**src/rtl/lcd_msg_sender.sv**
```systemverilog
// Host-side LCD message initiator: converts a signed 16-bit result (or an error
// flag) to decimal ASCII and strobes the bytes out over the Lcd_data/lcdstrb/MBusy handshake.
module lcd_msg_sender #(
  parameter int INIT_CYCLES = 2_000_000,
  parameter int GAP_CYCLES  = 2
) (
  input  logic        CLK_27,
  input  logic        RESET,
  input  logic [15:0] value,
  input  logic        err,
  input  logic        line2,
  input  logic        req,
  input  logic        MBusy,
  output logic [7:0]  Lcd_data,
  output logic        lcdstrb,
  output logic        ready,
  output logic        done,
  output logic [2:0]  dbg_state_o
);

  // Handshake: a byte on Lcd_data is valid in the single cycle lcdstrb=1 and stays
  // held until the next strobe; a new strobe is only issued after MBusy is seen low.
  typedef enum logic [2:0] {
    S_INIT  = 3'd0,
    S_IDLE  = 3'd1,
    S_CONV  = 3'd2,
    S_LOAD  = 3'd3,
    S_STRB  = 3'd4,
    S_GAP   = 3'd5,
    S_WAITB = 3'd6
  } state_t;

  localparam int MAXC = (INIT_CYCLES > GAP_CYCLES) ? INIT_CYCLES : GAP_CYCLES;
  localparam int CW   = (MAXC < 16) ? 5 : $clog2(MAXC + 2);
  localparam logic [CW-1:0] INIT_LAST = CW'(INIT_CYCLES);
  localparam logic [CW-1:0] GAP_LAST  = CW'(GAP_CYCLES - 1);
  localparam logic [CW-1:0] CONV_LAST = CW'(15);

  state_t      state_q, state_d;
  logic [CW-1:0] cnt_q, cnt_d;
  logic [19:0] bcd_q, bcd_d;
  logic [15:0] bin_q, bin_d;
  logic        err_q, err_d;
  logic        line2_q, line2_d;
  logic        neg_q, neg_d;
  logic [7:0]  msg_q [8];
  logic [7:0]  msg_d [8];
  logic [2:0]  len_q, len_d;
  logic [2:0]  idx_q, idx_d;
  logic [7:0]  data_q, data_d;
  logic        done_q, done_d;

  logic [7:0]  ld_msg [8];
  logic [2:0]  ld_len;

  // Message image built from the finished BCD digits; leading zeros dropped, "0" kept.
  always_comb begin
    logic [3:0] dig;
    logic       lead;
    for (int i = 0; i < 8; i++) ld_msg[i] = 8'h00;
    ld_len = 3'd1;
    lead   = 1'b0;
    dig    = 4'd0;
    ld_msg[0] = line2_q ? 8'hC0 : 8'h58;
    if (err_q) begin
      ld_msg[1] = 8'h45;
      ld_msg[2] = 8'h72;
      ld_msg[3] = 8'h72;
      ld_len    = 3'd4;
    end else begin
      if (neg_q) begin
        ld_msg[ld_len] = 8'h2D;
        ld_len = ld_len + 3'd1;
      end
      for (int k = 4; k >= 0; k--) begin
        dig = bcd_q[4*k +: 4];
        if (dig != 4'd0 || lead || k == 0) begin
          lead = 1'b1;
          ld_msg[ld_len] = {4'h3, dig};
          ld_len = ld_len + 3'd1;
        end
      end
    end
  end

  always_comb begin
    logic [19:0] adj;
    state_d = state_q;
    cnt_d   = cnt_q;
    bcd_d   = bcd_q;
    bin_d   = bin_q;
    err_d   = err_q;
    line2_d = line2_q;
    neg_d   = neg_q;
    msg_d   = msg_q;
    len_d   = len_q;
    idx_d   = idx_q;
    data_d  = data_q;
    done_d  = 1'b0;
    adj     = bcd_q;
    for (int k = 0; k < 5; k++) begin
      if (bcd_q[4*k +: 4] >= 4'd5) adj[4*k +: 4] = bcd_q[4*k +: 4] + 4'd3;
    end
    unique case (state_q)
      S_INIT: begin
        if (cnt_q == INIT_LAST) begin
          state_d = S_IDLE;
          cnt_d   = '0;
        end else begin
          cnt_d = cnt_q + 1'b1;
        end
      end
      S_IDLE: begin
        if (req && !done_q) begin
          err_d   = err;
          line2_d = line2;
          neg_d   = value[15];
          bin_d   = value[15] ? (16'd0 - value) : value;
          bcd_d   = '0;
          cnt_d   = '0;
          state_d = S_CONV;
        end
      end
      S_CONV: begin
        bcd_d = {adj[18:0], bin_q[15]};
        bin_d = {bin_q[14:0], 1'b0};
        if (cnt_q == CONV_LAST) begin
          cnt_d   = '0;
          state_d = S_LOAD;
        end else begin
          cnt_d = cnt_q + 1'b1;
        end
      end
      S_LOAD: begin
        msg_d   = ld_msg;
        len_d   = ld_len;
        idx_d   = 3'd0;
        data_d  = ld_msg[0];
        state_d = S_STRB;
      end
      S_STRB: begin
        cnt_d   = '0;
        state_d = (GAP_CYCLES == 0) ? S_WAITB : S_GAP;
      end
      S_GAP: begin
        if (cnt_q == GAP_LAST) begin
          cnt_d   = '0;
          state_d = S_WAITB;
        end else begin
          cnt_d = cnt_q + 1'b1;
        end
      end
      S_WAITB: begin
        if (!MBusy) begin
          if (idx_q < len_q - 3'd1) begin
            idx_d   = idx_q + 3'd1;
            data_d  = msg_q[idx_q + 3'd1];
            state_d = S_STRB;
          end else begin
            done_d  = 1'b1;
            state_d = S_IDLE;
          end
        end
      end
      default: state_d = S_INIT;
    endcase
  end

  always_ff @(posedge CLK_27 or posedge RESET) begin
    if (RESET) begin
      state_q <= S_INIT;
      cnt_q   <= '0;
      bcd_q   <= '0;
      bin_q   <= '0;
      err_q   <= 1'b0;
      line2_q <= 1'b0;
      neg_q   <= 1'b0;
      msg_q   <= '{default: 8'h00};
      len_q   <= 3'd0;
      idx_q   <= 3'd0;
      data_q  <= 8'h00;
      done_q  <= 1'b0;
    end else begin
      state_q <= state_d;
      cnt_q   <= cnt_d;
      bcd_q   <= bcd_d;
      bin_q   <= bin_d;
      err_q   <= err_d;
      line2_q <= line2_d;
      neg_q   <= neg_d;
      msg_q   <= msg_d;
      len_q   <= len_d;
      idx_q   <= idx_d;
      data_q  <= data_d;
      done_q  <= done_d;
    end
  end

  // ready stays low during the done cycle so a new request starts one cycle later.
  assign Lcd_data    = data_q;
  assign lcdstrb     = (state_q == S_STRB);
  assign ready       = (state_q == S_IDLE) && !done_q;
  assign done        = done_q;
  assign dbg_state_o = state_q;

endmodule
```
**config.mk**
```make
export PLATFORM = sky130hd
export DESIGN_NAME = lcd_msg_sender
export DESIGN_NICKNAME = d
export VERILOG_FILES = /design/src/rtl/lcd_msg_sender.sv
export SDC_FILE = /design/constraint.sdc
export NUM_CORES = 1
export LEC_CHECK = 0
export BUFFER_PORTS_ARGS = -buffer_cell sky130_fd_sc_hd__buf_4
export CELL_PAD_IN_SITES_DETAIL_PLACEMENT = 0
export CELL_PAD_IN_SITES_GLOBAL_PLACEMENT = 1
export CORE_MARGIN = 5
export CORE_UTILIZATION = 45
export DETAILED_ROUTE_END_ITERATION = 10
export GPL_ROUTABILITY_DRIVEN = 0
export PLACE_DENSITY = 0.76
export SYNTH_ARGS = -nofsm -noshare
export SYNTH_HDL_FRONTEND = slang
export SYNTH_SLANG_ARGS = --single-unit
```
**constraint.sdc**
```tcl
create_clock -name CLK_27 -period 6.3 [get_ports CLK_27]
set_input_delay 0.315 -clock CLK_27 [delete_from_list [all_inputs] [get_ports CLK_27]]
set_output_delay 0.315 -clock CLK_27 [all_outputs]
set_load 0.01 [all_outputs]
```
* Yosys cells after proc, flatten, opt, wreduce, memory -nomap -nowiden
Index checks and enable logic that the tools add are counted.
** Storage, ports and cells
- Register bits after elaboration :: 142
- Input bits :: 22
- Output and inout port bits :: 14
- Logic and storage cells :: 175
** Cells by class
- $add $sub $neg :: 14
- Magnitude comparators :: 17
- Eq/ne operators :: 15
- Mux-type cells :: 80
- Bitwise logic cells :: 6
- Reduce and logical (&&, ||, !) cells :: 24
** Operator list (count)
- 2-to-1 mux 64 bit :: 8
- bitwise mux 64 bit :: 5
- demux 8 bit (select 3 bit) :: 5
- case mux 21 bit (5 select lines) :: 1
- 2-to-1 mux 8 bit :: 12
- 2-to-1 mux 21 bit :: 4
- 2-to-1 mux 3 bit :: 19
- case mux 20 bit (2 select lines) :: 1
- 2-to-1 mux 16 bit :: 2
- 2-to-1 mux 32 bit :: 1
- case mux 16 bit (2 select lines) :: 1
- binary-select mux 8 bit (select 3 bit) :: 1
- >= comparator 4 bit, second input constant :: 6
- 2-to-1 mux 24 bit :: 1
- NOT 3 -> 4 bit :: 6
- adder 21 x 1 -> 21 bit, second input constant :: 1
- equality test 21 x 1 -> 1 bit, second input constant :: 1
- equality test 21 bit, second input constant :: 1
- equality test 21 x 4 -> 1 bit, second input constant :: 1
- case mux 3 bit (7 select lines) :: 1
- >= comparator 4 x 3 -> 1 bit, second input constant :: 5
- < comparator 4 x 1 -> 1 bit, second input constant :: 5
- 2-to-1 mux 20 bit :: 1
- adder 3 x 1 -> 3 bit, second input constant :: 6
- 25 further kinds :: 61

* Depth between registers and ports, before layout
Gate-level depths: netlist of run 1.
- Depth in word-level cells :: 22
- Depth in mapped cells :: 19

* Worst setup path after synthesis of run 1
OpenSTA, ideal clock, no wires.
- Kind :: reg-to-reg
- From :: register bcd_q[16]
- To :: register msg_q[33] (netlist name)
- Library setup time :: 126 ps
- Arrival :: 4351 ps
- Setup slack :: 1823 ps
- Cell stages (with the launch flop) :: 19
- Buffers on the path :: 4
- Path through :: dfrtp_1 -> inv_1 -> ha_1 -> or3b_1 -> buf_2 -> nor2_2 -> inv_2 -> clkbuf_1 -> fa_1 -> inv_1 -> clkbuf_1 -> xnor2_1 -> ha_1 -> xnor2_1 -> mux2i_2 -> xnor2_1 -> buf_2 -> a21oi_1 -> o32a_1
** Between the ends
- Cells in the longest elaborated chain, start to end :: 19
- Elaborated cells on any way between the ends :: 58
** RTL lines
- from (decl) :: RTL line 41 : logic [19:0] bcd_q, bcd_d;
- from (signal assigned) :: RTL line 173 : bcd_q <= '0;
- from (signal assigned) :: RTL line 186 : bcd_q <= bcd_d;
- nonzero test 4 bit (*) :: RTL line 77 : if (dig != 4'd0 || lead || k == 0) begin
- 2-to-1 mux 3 bit or 2-to-1 mux 1 bit (tied branches) :: RTL line 77
- 2-to-1 mux 3 bit or 2-to-1 mux 1 bit (tied branches) :: RTL line 65 : if (err_q) begin
- adder 3 x 1 -> 3 bit, or another cell as far along :: RTL line 80 : ld_len = ld_len + 3'd1;
- 2-to-1 mux 3 bit, or another cell as far along :: RTL line 77
- 2-to-1 mux 3 bit, or another cell as far along :: RTL line 65
- adder 3 x 1 -> 3 bit, or another cell as far along :: RTL line 80
- 2-to-1 mux 3 bit, or another cell as far along :: RTL line 77
- [3 not listed]
- 2-to-1 mux 3 bit, or another cell as far along :: RTL line 65
- NOT 3 -> 4 bit (implied by the code), or another cell as far along :: RTL line 79 : ld_msg[ld_len] = {4'h3, dig};
- >= comparator 4 bit (implied by the code), or another cell as far along :: RTL line 79
- logical AND 1 bit (implied by the code) or bitwise mux 64 bit (tied branches) :: RTL line 79
- 2-to-1 mux 8 bit (implied by the code) or 2-to-1 mux 64 bit (tied branches) :: RTL line 79, 77
- demux 8 bit (select 3 bit) or 2-to-1 mux 64 bit (tied branches) :: RTL line 79, 65
- bitwise mux 64 bit (*) :: RTL line 79
- 2-to-1 mux 24 bit (*) :: RTL line 65
- to (signal assigned) :: RTL line 191 : msg_q <= msg_d;
- to (decl) :: RTL line 46 : logic [7:0] msg_q [8];
Mark *: on every way between the ends. The rest lies on a longest branch, timed or not. The select of a mux whose other input is x is not followed.
A chain may end at the register's enable or synchronous reset.

* Worst setup path in the final report of run 1
- From :: register bcd_q[16]
- To :: register msg_q[19] (netlist name)
** Between the ends
- Cells in the longest elaborated chain, start to end :: 19
- Elaborated cells on any way between the ends :: 58
** RTL lines (RTL line)
- nonzero test 4 bit (*) :: 77
- 2-to-1 mux 3 bit or 2-to-1 mux 1 bit (tied branches) :: 77
- 2-to-1 mux 3 bit or 2-to-1 mux 1 bit (tied branches) :: 65
- adder 3 x 1 -> 3 bit, or another cell as far along :: 80
- 2-to-1 mux 3 bit, or another cell as far along :: 77
- 2-to-1 mux 3 bit, or another cell as far along :: 65
- adder 3 x 1 -> 3 bit, or another cell as far along :: 80
- 2-to-1 mux 3 bit, or another cell as far along :: 77
- [3 not listed]
- 2-to-1 mux 3 bit, or another cell as far along :: 65
- NOT 3 -> 4 bit (implied by the code), or another cell as far along :: 79
- >= comparator 4 bit (implied by the code), or another cell as far along :: 79
- logical AND 1 bit (implied by the code) or bitwise mux 64 bit (tied branches) :: 79
- 2-to-1 mux 8 bit (implied by the code) or 2-to-1 mux 64 bit (tied branches) :: 79, 77
- demux 8 bit (select 3 bit) or 2-to-1 mux 64 bit (tied branches) :: 79, 65
- bitwise mux 64 bit (*) :: 79
- 2-to-1 mux 32 bit (*) :: 65
Marked as above.

==> results by group, run 1 <==
GRT
  • First-pass GRT wire length: 42,000 um
  • Initial antenna violation count: 0
  • Largest net degree at the start of global routing: 67
  • Vias in the first global route: 7,390
  • Global route total overflow: 0
  • Gr usage total: 0.241

Drt
  • Antenna viol nets, final: 0
  • DR vias: 7,675
  • # DRC: 0
  • Wire per inst: 21.2 um
  • Via density: 6.34
  • Iteration-0 DRC Markers: 865
  • Drt first pass iters: 6
  • Total Routed Length: 25,700 um

Placement
  • Placed cell area: 8910 sq um
  • Number of port buffers: 35
  • DPL Wire Length: 18,100 um
  • DP Cell Count: 1,179

Setup path
  • Req. time, crit path: 6.58 ns
  • Crit path kind: register to register
  • CP Capture Type: register
  • Arr. time, crit path: 5.48 ns
  • Crit-path max FO: 15
  • Crit start category: register

Logic synthesis
  • Synth cell types: 86
  • Sequential element share of the synthesized area: 0.363
  • Mapped Area: 8480 sq um
  • Avg Cell Area, Syn: 8.83 sq um
  • Seq cells post-synth: 123
  • Post-synth top flop: dfrtp_1
  • Synth Warn #: 0
  • EDFF count, synth: 0
  • Post-Syn Instances: 960
  • Synth async-reset ratio: 1.00
  • Syn_nets: 1,010

Layout
  • Nets: 1,014
  • Commonest non-fill, non-tap cells in the layout: 123 x dfrtp_1, 88 x nand2_1, 67 x nor2_1, 67 x o21ai_0, 57 x nand3_1
  • Most common cell after layout, fill and taps aside: dfrtp_1
  • Diodes inserted: 0
  • Final core area utilization: 0.513
  • Area growth syn-to-layout: 12.7%
  • Share of cells above drive strength 1: 0.141
  • Design area: 9560 sq um
  • Final std cells w/o fill: 1,211
  • Filler cell count: 1,754

Clock tree
  • Post-CTS Setup Repair Bufs: 0
  • Longest Clk Path Bufs: 2
  • CTS buffer count: 17
  • Clock sinks: 123
  • H-tree Lvls: 4
  • Clock transition at path regs: 0.07 ns
  • # resized after CTS: 0
  • CTS Hold Bufs: 0
  • CTS tree: built
  • Root Driver: clkbuf_16
  • Later-pin clock latency in the skew report: 0.43 ns

Timing
  • Period utilization: 0.824
  • Worst Max-Slew Pin Slew: 1.11 ns
  • Total Neg Setup Slack: 0 ns
  • Final Max Slew Viols: 0
  • RSZ-0062 raised after global routing: no
  • Tmin final: 5.19 ns
  • Final Setup Violations: 0
  • Slew margin rel.: 0.260
  • Skew final: 0.0108 ns
  • Final hold vios: 0
  • Max Freq: 193 MHz

Floorplanning
  • Die Area: 21,700 sq um
  • Die H: 147 um
  • Row count: 50
  • I/O pin count: 36
  • Die W: 147 um
  • Core area: 18,600 sq um
  • Starting Density: 0.455

Hold path
  • Hold Crit Class: input pin to async pin

Run
  • Max_cap viols: 0

Outcome
  • Outcome: finished clean
==> critical path, stage by stage, from the launching register on <==
cell	delay, ns
dfrtp_1	0.42
inv_1	0.14
ha_1	0.21
or3b_1	0.63
inv_2	0.38
ha_1	0.24
clkinv_1	0.29
nor3_1	0.48
a21oi_1	0.09
ha_1	0.29
xnor2_1	0.16
mux2i_2	0.25
xor2_1	0.83
buf_4	0.28
and2_1	0.20
o311ai_0	0.16
==> layer usage <==
layer,GRT usage,wire length [um],vias up,share of wire
met5,0,0,-,0
met3,0.0509,1780,70,0.069
met4,0.0848,838,0,0.033
li1,-,-,3610,-
met2,0.357,11200,314,0.44
met1,0.349,11800,3681,0.46
==> worst paths after layout <==
| path | start | end | slack, ns | depth (start not counted) |
|---|---|---|---|---|
| max | bcd_q[16]$_DFFE_PP0P_ | msg_q[19]$_DFFE_PP0P_ | 1.11 | 15 |
| max reg2reg | bcd_q[16]$_DFFE_PP0P_ | msg_q[19]$_DFFE_PP0P_ | 1.11 | 15 |
| max in group asynchronous | RESET | msg_q[42]$_DFFE_PP0P_ | 4.93 | 3 |
| min | RESET | bcd_q[6]$_DFFE_PP0P_ | 0.04 | 2 |
| min reg2reg | bin_q[15]$_DFFE_PP0P_ | bcd_q[0]$_DFFE_PP0P_ | 0.47 | 2 |
| min in group CLK_27 | MBusy | done$_DFF_PP0_ | 0.12 | 2 |
==> metrics by stage <==
| stage | setup WS [ns] | hold WS (ns) |
|---|---|---|
| 6_report | 1.11 | 0.0405 |
| 3_5_place_dp | 1.22 | 0.459 |
| 3_3_place_gp | 1.27 | 0.459 |
| 5_1_grt | 0.883 | 0.101 |
| 4_1_cts | 1.20 | 0.0596 |
| 2_1_floorplan | 1.82 | 0.434 |
==> state kept, by name, indices dropped and copies added (netlist names) <==
register and flops:
idx_q 3, bin_q 16, len_q 3, dbg_state_o 3, msg_q 45, done 1
Lcd_data 8, line2_q 1, err_q 1, bcd_q 20, neg_q 1, cnt_q 21
==> synth_stat cells (7+ instances only) <==
library cell  count  area (sq um)
nand4_1          14          87.6
a31oi_1          12          75.1
mux2i_1          17           170
inv_1            30           113
nor3_1           23           115
a22o_1            7          61.3
xor2_1           20           175
and3_1            7          43.8
and2_1           10          62.6
a32o_1            7          70.1
dfrtp_1         123          3080
o21ai_1           8          40.0
a221o_1          11           110
mux4_2           11           248
clkbuf_1         57           214
a21oi_1          53           265
a22oi_1          21           158
xnor2_1          21           184
a221oi_1          8          70.1
o22ai_1           7          43.8
nand2_1          88           330
or3_1            12          75.1
ha_1             27           338
nor2_1           67           251
nor2b_1           7          43.8
nor4_1            8          50.1
nand2b_1          9          56.3
mux2_2           13           146
nand3_1          57           285
o31ai_1          13          97.6
o21ai_0          67           335
buf_2             7          35.0
==> layout make-up <==
cell class                      count  area [sq um]  area share
Clock inverter                     15           224      0.0234
Inverter                           34           130      0.0136
Timing Repair Buffer               53           398      0.0416
Tap cell                          234           293      0.0306
Sequential cell                   123          3080       0.322
Clock buffer                       17           425      0.0445
Multi-Input combinational cell    735          5010       0.524
==> cells by family after synthesis <==
kind of cell / Yosys count / synth area share
AO/OA/AOI/OAI: 282 / 0.227
adder cells (fa/ha/maj): 28 / 0.0422
XOR/XNOR: 41 / 0.0424
multiplexers: 42 / 0.0682
buffers and inverters: 102 / 0.0484
flip-flops: 123 / 0.363
AND/OR/NAND/NOR: 342 / 0.209
Power of run 1 is left out: the tool's default activity adds up to more than one toggle a clock period on the data nets, which glitch-free logic cannot reach.
==> run 2: changes to the inputs <==
--- a/config.mk
+++ b/config.mk
@@ -9,10 +9,10 @@
 export CELL_PAD_IN_SITES_DETAIL_PLACEMENT = 0
 export CELL_PAD_IN_SITES_GLOBAL_PLACEMENT = 1
 export CORE_MARGIN = 5
-export CORE_UTILIZATION = 45
+export CORE_UTILIZATION = 44
 export DETAILED_ROUTE_END_ITERATION = 10
 export GPL_ROUTABILITY_DRIVEN = 0
-export PLACE_DENSITY = 0.76
+export PLACE_DENSITY = 0.77
 export SYNTH_ARGS = -nofsm -noshare
 export SYNTH_HDL_FRONTEND = slang
 export SYNTH_SLANG_ARGS = --single-unit
==> constraint.sdc (replaced) <==
create_clock -name CLK_27 -period 4.3 [get_ports CLK_27]
set_input_delay 0.215 -clock CLK_27 [delete_from_list [all_inputs] [get_ports CLK_27]]
set_output_delay 0.215 -clock CLK_27 [all_outputs]
set_load 0.01 [all_outputs]
==> run 2 against run 1 <==
Die area grew 2.1%. Clock skew shrank 0.0016 ns. Clock-buffer cell count grew 1. Via count shrank 0.34%. Sequential cell count is the same. Worst hold slack lost 0.0084 ns. Non-clock buffer count grew 23. Critical endpoint is now msg_q[32]$_DFFE_PP0P_.
==> results by group, run 2 (same netlist as run 1, synthesis figures left out) <==
Clock tree
  • CTS buffer count: 17 (unchanged)
  • Root Driver: clkbuf_16
  • Longest Clk Path Bufs: 2 (unchanged)
  • H-tree Lvls: 4 (unchanged)
  • Clock transition at path regs: 0.06 ns (about the same)
  • Clock sinks: 123 (unchanged)
  • Later-pin clock latency in the skew report: 0.43 ns (about the same)
  • CTS tree: built
  • Post-CTS Setup Repair Bufs: 0 (unchanged)

Layout
  • Area of the multi-input gates: 5050 sq um (+0.82%)
  • Diodes inserted: 0 (unchanged)
  • Area growth syn-to-layout: 15.1%
  • Nets: 1,037 (+2.3%)
  • Largest register FFs: 45 (unchanged)
  • Commonest non-fill, non-tap cells in the layout: 123 x dfrtp_1, 87 x nand2_1, 75 x buf_4
  • Largest regs: msg_q x45, cnt_q x21, bcd_q x20
  • Biggest register: msg_q
  • Register area: 3080 sq um (unchanged)
  • Design area: 9760 sq um (+2.1%)
  • Share of cells above drive strength 1: 0.163 (+0.0219)
  • Filler cell count: 1,793 (+2.2%)
  • Most common cell after layout, fill and taps aside: dfrtp_1

Setup path
  • R2R setup slack: 0.21 ns (-0.90 ns)
  • CP Capture Type: register
  • Req. time, crit path: 4.61 ns (-1.97 ns)
  • Critical path's slowest cell: a21boi_0
  • Reg2reg end: msg_q[32]$_DFFE_PP0P_
  • Arr. time, crit path: 4.40 ns (-1.08 ns)
  • Crit path launch: bcd_q[16]$_DFFE_PP0P_
  • RR Startpoint: bcd_q[16]$_DFFE_PP0P_
  • CP Cell Sequence: inv_1 > ha_1 > or3b_1 > buf_4 > inv_2 > ha_1 > clkinv_1 > nor3_1 > a21oi_1 > ha_1 > xor2_1 > nor2_1 > a21boi_0 > o221a_2 > a2111oi_0 > a221o_1
  • R2R cell count: 16 (+1)
  • Crit start category: register
  • Crit-path max cell delay: 0.45 ns (-0.38 ns)
  • Crit-path max FO: 12 (-3)
  • Crit path kind: register to register
  • Most numerous cell on the critical path: ha_1
  • Worst setup path end: msg_q[32]$_DFFE_PP0P_

Drt
  • Total Routed Length: 25,300 um (-1.3%)
  • Antenna viol nets, final: 0 (unchanged)
  • # DRC: 0 (unchanged)
  • DR vias: 7,649 (-0.34%)
  • Iteration-0 DRC Markers: 789 (-8.8%)
  • Drt first pass iters: 6 (unchanged)
  • Via density: 6.08 (-4.1%)
  • Wire per inst: 20.1 um (-5.1%)

GRT
  • Largest net degree at the start of global routing: 53 (-21%)
  • Gr usage total: 0.234 (-0.00664)
  • Initial antenna violation count: 0 (unchanged)
  • First-pass GRT wire length: 41,300 um (-1.6%)
  • Vias in the first global route: 7,233 (-2.1%)
  • Global route total overflow: 0 (unchanged)

Run
  • Max_cap viols: 0 (unchanged)

Hold path
  • Hold Crit Class: input pin to register
  • Worst Hold Depth: 2

Timing
  • Max Freq: 245 MHz (+27%)
  • Tmin final: 4.09 ns (-1.10 ns)
  • Skew final: 0.00918 ns (-0.00163 ns)
  • Final Max Slew Viols: 0 (unchanged)
  • Final Setup Violations: 0 (unchanged)
  • Total Neg Setup Slack: 0 ns (unchanged)
  • Worst Max-Slew Pin Slew: 0.999 ns (-0.111 ns)
  • Slew margin rel.: 0.334 (+0.0738)
  • Period utilization: 0.951 (+0.127)
  • Final hold vios: 0 (unchanged)

Floorplanning
  • Die H: 149 um (+1.1%)
  • Die Area: 22,100 sq um (+2.1%)
  • Die W: 149 um (+1.1%)
  • Row count: 50 (unchanged)
  • I/O pin count: 36 (unchanged)
  • Core area: 18,800 sq um (+1.0%)
  • Starting Density: 0.450 (-0.00453)

Placement
  • DPL Wire Length: 18,100 um (+0.17%)
  • Number of port buffers: 35 (unchanged)
  • Placed cell area: 9110 sq um (+2.3%)

Outcome
  • Outcome: finished clean
-- run 2: metrics by stage --
| stage | util | setup slack (ns) | hold slack [ns] | instances |
|---|---|---|---|---|
| 2_1_floorplan | - | 0.0452 | 0.366 | 960 |
| 3_3_place_gp | 0.484 | 0.0327 | 0.369 | 1227 |
| 3_5_place_dp | 0.484 | -0.132 | 0.366 | 1227 |
| 4_1_cts | 0.517 | 0.0414 | 0.0188 | 1259 |
| 5_1_grt | 0.518 | -0.000755 | 0.0214 | 1259 |
| 6_report | 0.518 | 0.210 | 0.0321 | 1259 |
-- run 2: worst max-delay path, delay by kind of cell (launching register included) --
kind,cells,cell delay (ns)
buf+inv,4,0.49
compound gates,5,1.23
flops,1,0.42
fa+ha+maj,3,0.65
xor+xnor,1,0.35
simple gates,3,0.81
-- run 2: worst min path at each step --
stage,from,endpoint,slack (ns)
final,MBusy,done$_DFF_PP0_,0.03
after global routing,line2,line2_q$_DFFE_PP0P_,0.02
after CTS,MBusy,done$_DFF_PP0_,0.02
after detailed placement,RESET,cnt_q[12]$_DFFE_PP0P_,0.37
after global placement,RESET,cnt_q[12]$_DFFE_PP0P_,0.37
after floorplan,err,err_q$_DFFE_PP0P_,0.37
-- run 2: layout make-up --
| class | instances | share of cell area |
|---|---|---|
| Clock buffer | 18 | 0.0450 |
| Clock inverter | 13 | 0.0169 |
| Sequential cell | 123 | 0.315 |
| Tap cell | 260 | 0.0333 |
| Timing Repair Buffer | 76 | 0.0587 |
| Multi-Input combinational cell | 735 | 0.517 |
| Inverter | 34 | 0.0133 |
-- run 2: routing by layer --
| metal | up-vias | share of wire | global-route usage |
|---|---|---|---|
| met3 | 40 | 0.061 | 0.0459 |
| li1 | 3646 | - | - |
| met5 | - | 0 | 0 |
| met4 | 0 | 0.019 | 0.0650 |
| met1 | 3685 | 0.47 | 0.348 |
| met2 | 278 | 0.45 | 0.350 |
-- run 2: repair_timing --
action	in CTS	in global routing
hold buffers	1	0
endpoints found under the setup margin	6	13
gates resized for setup	1	6
endpoints found under the hold margin	50	0
Power of run 2 is left out for the same reason.
